$ cat src/rtl/lsu_ctrl.sv
// Load/store unit controller: one decoded load/store per transaction onto a req/gnt/rvalid memory port.
// Optional macro LSU_MISALIGN_TRAP_EN traps misaligned H/W accesses instead of silently aligning them.
module lsu_ctrl #(
    parameter int XLEN      = 32,
    parameter int TIMEOUT_W = 8
) (
    input  logic              clk,
    input  logic              rst_n,
    input  logic              i_valid,
    output logic              o_ready,
    input  logic              i_is_store,
    input  logic [2:0]        i_f3,
    input  logic [XLEN-1:0]   i_addr,
    input  logic [XLEN-1:0]   i_wdata,
    input  logic [4:0]        i_rd,
    output logic              o_mem_req,
    input  logic              i_mem_gnt,
    output logic              o_mem_we,
    output logic [XLEN-1:0]   o_mem_addr,
    output logic [XLEN/8-1:0] o_mem_be,
    output logic [XLEN-1:0]   o_mem_wdata,
    input  logic              i_mem_rvalid,
    input  logic [XLEN-1:0]   i_mem_rdata,
    output logic              o_wb_valid,
    output logic [4:0]        o_wb_rd,
    output logic [XLEN-1:0]   o_wb_data,
    output logic              o_err
`ifdef LSU_MISALIGN_TRAP_EN
    ,
    output logic              o_exc_misalign
`endif
);

    localparam int BE_W  = XLEN / 8;
    localparam int OFF_W = $clog2(BE_W);
    localparam logic [TIMEOUT_W-1:0] CNT_LAST = TIMEOUT_W'((1 << TIMEOUT_W) - 2);

    typedef enum logic [1:0] {IDLE, REQ, WAIT, ERR} state_t;

    state_t              state_q, state_d;
    logic                is_store_q, is_store_d;
    logic [2:0]          f3_q, f3_d;
    logic [XLEN-1:0]     addr_q, addr_d;
    logic [31:0]         wdata_q, wdata_d;
    logic [4:0]          rd_q, rd_d;
    logic [TIMEOUT_W-1:0] cnt_q, cnt_d;
    logic                wb_valid_q, wb_valid_d;
    logic [4:0]          wb_rd_q, wb_rd_d;
    logic [XLEN-1:0]     wb_data_q, wb_data_d;

    logic                in_illegal;
    logic [OFF_W-1:0]    off;
    logic [BE_W-1:0]     be_base;
    logic [XLEN-1:0]     wdata_rep;
    logic [XLEN-1:0]     rdata_sh;
    logic [XLEN-1:0]     ld_ext;

    function automatic logic f3_illegal(input logic is_store, input logic [2:0] f3);
        if (is_store) return (f3 > 3'b010);
        return (f3 == 3'b011) || (f3[2:1] == 2'b11);
    endfunction

`ifdef LSU_MISALIGN_TRAP_EN
    function automatic logic misaligned(input logic [2:0] f3, input logic [OFF_W-1:0] lo);
        return ((f3[1:0] == 2'b01) && lo[0]) || ((f3[1:0] == 2'b10) && (lo[1:0] != 2'b00));
    endfunction

    assign in_illegal = f3_illegal(i_is_store, i_f3) ||
                        (!f3_illegal(i_is_store, i_f3) && misaligned(i_f3, i_addr[OFF_W-1:0]));
    assign o_exc_misalign = (state_q == ERR) && !f3_illegal(is_store_q, f3_q) &&
                            misaligned(f3_q, addr_q[OFF_W-1:0]);
`else
    assign in_illegal = f3_illegal(i_is_store, i_f3);
`endif

    // Lane offset; without the trap, misaligned halves/words are forced onto their natural boundary.
    always_comb begin
        off = addr_q[OFF_W-1:0];
`ifndef LSU_MISALIGN_TRAP_EN
        if (f3_q[1:0] == 2'b01) off[0] = 1'b0;
        if (f3_q[1:0] == 2'b10) off[1:0] = 2'b00;
`endif
    end

    always_comb begin
        be_base   = BE_W'(4'b0001);
        wdata_rep = {BE_W{wdata_q[7:0]}};
        case (f3_q[1:0])
            2'b00: begin
                be_base   = BE_W'(4'b0001);
                wdata_rep = {BE_W{wdata_q[7:0]}};
            end
            2'b01: begin
                be_base   = BE_W'(4'b0011);
                wdata_rep = {(XLEN/16){wdata_q[15:0]}};
            end
            default: begin
                be_base   = BE_W'(4'b1111);
                wdata_rep = {(XLEN/32){wdata_q[31:0]}};
            end
        endcase
    end

    assign rdata_sh = i_mem_rdata >> {off, 3'b000};

    always_comb begin
        ld_ext = XLEN'($signed(rdata_sh[31:0]));
        case (f3_q)
            3'b000:  ld_ext = XLEN'($signed(rdata_sh[7:0]));
            3'b001:  ld_ext = XLEN'($signed(rdata_sh[15:0]));
            3'b100:  ld_ext = XLEN'(rdata_sh[7:0]);
            3'b101:  ld_ext = XLEN'(rdata_sh[15:0]);
            default: ld_ext = XLEN'($signed(rdata_sh[31:0]));
        endcase
    end

    always_comb begin
        state_d    = state_q;
        is_store_d = is_store_q;
        f3_d       = f3_q;
        addr_d     = addr_q;
        wdata_d    = wdata_q;
        rd_d       = rd_q;
        cnt_d      = cnt_q;
        wb_valid_d = 1'b0;
        wb_rd_d    = wb_rd_q;
        wb_data_d  = wb_data_q;
        case (state_q)
            IDLE: begin
                cnt_d = '0;
                if (i_valid) begin
                    is_store_d = i_is_store;
                    f3_d       = i_f3;
                    addr_d     = i_addr;
                    wdata_d    = i_wdata[31:0];
                    rd_d       = i_rd;
                    state_d    = in_illegal ? ERR : REQ;
                end
            end
            REQ: begin
                cnt_d = '0;
                if (i_mem_gnt) state_d = is_store_q ? IDLE : WAIT;
            end
            WAIT: begin
                // A timeout reuses ERR so both error sources share the single o_err pulse.
                if (i_mem_rvalid) begin
                    wb_valid_d = 1'b1;
                    wb_rd_d    = rd_q;
                    wb_data_d  = ld_ext;
                    state_d    = IDLE;
                end else begin
                    cnt_d = cnt_q + 1'b1;
                    if (cnt_q == CNT_LAST) state_d = ERR;
                end
            end
            default: state_d = IDLE;
        endcase
    end

    always_ff @(posedge clk or negedge rst_n) begin
        if (!rst_n) begin
            state_q    <= IDLE;
            is_store_q <= 1'b0;
            f3_q       <= '0;
            addr_q     <= '0;
            wdata_q    <= '0;
            rd_q       <= '0;
            cnt_q      <= '0;
            wb_valid_q <= 1'b0;
            wb_rd_q    <= '0;
            wb_data_q  <= '0;
        end else begin
            state_q    <= state_d;
            is_store_q <= is_store_d;
            f3_q       <= f3_d;
            addr_q     <= addr_d;
            wdata_q    <= wdata_d;
            rd_q       <= rd_d;
            cnt_q      <= cnt_d;
            wb_valid_q <= wb_valid_d;
            wb_rd_q    <= wb_rd_d;
            wb_data_q  <= wb_data_d;
        end
    end

    assign o_ready     = (state_q == IDLE);
    assign o_mem_req   = (state_q == REQ);
    assign o_mem_we    = (state_q == REQ) && is_store_q;
    assign o_mem_addr  = (state_q == REQ) ? {addr_q[XLEN-1:OFF_W], {OFF_W{1'b0}}} : '0;
    assign o_mem_be    = (state_q == REQ) ? (be_base << off) : '0;
    assign o_mem_wdata = (state_q == REQ) ? wdata_rep : '0;
    assign o_err       = (state_q == ERR);
    assign o_wb_valid  = wb_valid_q;
    assign o_wb_rd     = wb_rd_q;
    assign o_wb_data   = wb_data_q;

endmodule
$ cat config.mk
export PLATFORM = sky130hd
export DESIGN_NAME = lsu_ctrl
export DESIGN_NICKNAME = d
export VERILOG_FILES = /design/src/rtl/lsu_ctrl.sv
export SDC_FILE = /design/constraint.sdc
export NUM_CORES = 1
export LEC_CHECK = 0
export ABC_AREA = 0
export CAP_MARGIN = 20
export CORE_UTILIZATION = 41
export DETAILED_ROUTE_END_ITERATION = 10
export PLACE_DENSITY = 0.74
export SYNTH_ARGS = -nofsm -noshare
export SYNTH_HDL_FRONTEND = slang
export SYNTH_SLANG_ARGS = --single-unit
$ cat constraint.sdc
create_clock -name clk -period 1.8 [get_ports clk]
set_clock_uncertainty 0.05 [all_clocks]
set_input_delay 0.18 -clock clk [delete_from_list [all_inputs] [get_ports clk]]
set_output_delay 0.18 -clock clk [all_outputs]
set_load 0.05 [all_outputs]
==> reports/results.txt <==
Status: finished with violations
Failing checks: setup timing
Fillers: 889
Post-DP Area: 9480 sq um
Slew Limit Headroom: 0.626
Clk network pwr share: 0.135
CTS Buf Count: 17
Remaining antenna violation count after routing: 0
Critical Path Sink Type: output port
Nets@finish: 996
Diode count: 0
Post-synthesis register bit count: 121
Share of cells above drive strength 1: 0.465
Grt ovf: 0
VDD IR max: 1.43 mV
Multi-input logic area: 3540 sq um
Power Dens Cells: 2260 nW/um^2
Commonest non-fill, non-tap cells in the layout: dfrtp_1, clkdlybuf4s50_1, nand2_1
Vias in the first global route: 6067
CTS Sinks: 121
Period utilisation layout: 1.14
Num rows: 44
Number of synthesized flops with an enable pin: 0
DRC Markers: 0
Routed via count: 5873
Setup Crit Path Kind: flip-flop to output port
Synth Area in Simple Gates: 0.182
Largest net degree at the start of global routing: 49
Die area: 15400 sq um
Final Cell Area: 11300 sq um
Most used DFF post-synth: dfrtp_1
CTS tree: done
Logic pwr share: 0.659
Hold Path Class: input port to asynchronous set/reset pin
FMAX: 0.486 GHz
Buffers on Ports: 217
Slew @ Worst Pin: 0.564 ns
Setup Viol. Count Final: 92
Post-synthesis sequential area ratio: 0.494
Starting Density: 0.422
Critical Path Start Type: flip-flop
Area Overhead vs Synth: 83.9%
Via density: 5.43
I/O pins: 220
Post-Route WL: 23.2 mm
Die W: 124 um
Final worst path period need: 2.06 ns
P_int: 0.0139 W
Tot GR Track Use: 0.278
Worst-Skew Late Latency: 0.43 ns
Critical path data required time: 1.57 ns
GPL Wtd Cong: 0.875
WP data arrival: 1.83 ns
Clock Root Buffer: clkbuf_16
Antenna violations before repair: 0
Reg power frac: 0.207
Number of synthesis warnings: 0
Reg clk slew, reported paths: 0.06 ns
Core box area: 14500 sq um
Syn Std Cell Area: 6130 sq um
Drt pass-1 iters: 4
Syn Inst Count: 599
Max Slew Vio Count: 0
Sw frac: 0.454
Xor-xnor portion of the synthesized cell area: 0.00714
Routed WL per cell: 21.4 um
Ys async rst share: 1.00
Adder-Cell Fraction of Synth Area: 0.00408
Critical path peak fanout: 4
Most common cell after layout, fill and taps aside: dfrtp_1
Mean post-synth cell area: 10.2 sq um
Largest family of logic cells by synthesized area: simple AND/OR/NAND/NOR gates
Leakage power: 4.88 nW
Worst reg2reg path depth: 7
Distinct cells, synth: 53
Hold Violations, Final: 0
Total power: 0.0255 W
Post-synthesis mux area share: 0.172
RSZ-0062 raised after global routing: true
Die height: 124 um
Compound-gate portion of the synthesized area: 0.102
Worst Slack Setup Final: -0.258 ns
Htree depth: 4
Final HPWL DP: 14.2 mm
DRT iter0 DRCs: 314
Max-cap violations: 0
Clk buf depth: 2
Sw power: 0.0116 W
First-pass GRT wire length: 33.2 mm
Sequential cell area: 3030 sq um
==> stage by stage <==
stage               utilization  instances  TNS, ns  worst slack [ns]  hold WS (ns)
floorplan                     -        600    -2.33            -0.201        -0.166
global placement          0.652        997    -2.33            -0.120         0.108
detailed placement        0.652        997    -3.23            -0.166         0.119
CTS                       0.726       1050    -4.68            -0.195         0.216
global route              0.775       1081   -13.53            -0.302         0.245
finish                    0.775       1081    -8.43            -0.258         0.201
==> flip-flops by register name, indices dropped and copies added, names as in the netlist <==
register,flops
addr_q,32
cnt_q,8
f3_q,3
is_store_q,1
o_wb_data,32
o_wb_rd,5
o_wb_valid,1
rd_q,5
state_q,2
wdata_q,32
==> power by group through the flow <==
stage | Clock (W) | Sequential (W) | Combinational [W]
after global placement | 0 | 0.00489 | 0.0135
after floorplan | 0 | 0.00610 | 0.00695
after CTS | 0.00343 | 0.00505 | 0.0148
after global routing | 0.00358 | 0.00543 | 0.0175
after detailed placement | 0 | 0.00498 | 0.0137
final | 0.00343 | 0.00527 | 0.0168
==> Yosys cell counts (5+ instances only) <==
| cell type | instances | area share |
|---|---|---|
| a21oi_1 | 38 | 0.031 |
| inv_1 | 5 | 0.0031 |
| o21ai_0 | 6 | 0.0049 |
| o22a_1 | 8 | 0.011 |
| nor2_1 | 51 | 0.031 |
| a21oi_2 | 9 | 0.013 |
| dfrtp_1 | 121 | 0.49 |
| a32oi_1 | 7 | 0.010 |
| clkbuf_1 | 15 | 0.0092 |
| mux2i_1 | 16 | 0.026 |
| mux2_2 | 74 | 0.14 |
| o31ai_1 | 7 | 0.0086 |
| buf_2 | 17 | 0.014 |
| nand2_1 | 104 | 0.064 |
| and2_1 | 42 | 0.043 |
| and3_1 | 16 | 0.016 |
==> worst paths after layout <==
kind	startpoint	end	slack (ns)
setup / recovery	f3_q[1]$_DFFE_PN0P_	o_mem_be[1]	-0.26
setup reg to reg	f3_q[0]$_DFFE_PN0P_	o_wb_data[30]$_DFFE_PN0P_	-0.15
hold / removal	rst_n	addr_q[9]$_DFFE_PN0P_	0.20
hold reg to reg	rd_q[4]$_DFFE_PN0P_	o_wb_rd[4]$_DFFE_PN0P_	0.42
max in group asynchronous	rst_n	addr_q[1]$_DFFE_PN0P_	0.82
min in group clk	i_addr[1]	addr_q[1]$_DFFE_PN0P_	0.29
==> what timing repair did <==
action / CTS / global route
gates resized for setup: 135 / 89
pin swaps: 20 / 52
endpoints found under the setup margin: 121 / 94
gates cloned: 4 / 10
hold endpoints to repair: 31 / 0
hold buffers: 1 / 0
buffers inserted: 16 / 25
==> kinds of logic (layout without fill, tap and decap cells) <==
kind of cell / after synthesis / count (layout)
mux: 95 / 95
buf+inv: 47 / 343
compound gates: 89 / 89
xor+xnor: 5 / 5
other cells: 1 / 2
flops: 121 / 121
fa+ha+maj: 2 / 2
simple gates: 239 / 240
==> cell type report <==
cell class              count  area share
clock buffers              21      0.0417
clock inverters            11      0.0108
multi-input cells         433       0.314
flip-flops and latches    121       0.269
repair inverters            1     0.00144
well taps                 184      0.0204
repair buffers            304       0.339
inverters                   6     0.00311
==> routing by layer <==
| metal | share of wire | vias up | track usage | wire (um) |
|---|---|---|---|---|
| met2 | 0.52 | 257 | 0.474 | 12100 |
| met1 | 0.38 | 2944 | 0.328 | 8810 |
| met3 | 0.075 | 41 | 0.0992 | 1740 |
| met4 | 0.024 | 0 | 0.0780 | 561 |
| met5 | 0 | - | 0 | 0 |
| li1 | - | 2631 | - | - |
==> worst max-delay path, cell delays in order, from the launching register on <==
cell,delay (ns)
dfrtp_2,0.44
buf_6,0.14
or2_4,0.27
buf_6,0.15
nor2_4,0.17
nor3_4,0.07
buf_12,0.15
Note: power is estimated with default switching activity, not from simulation.
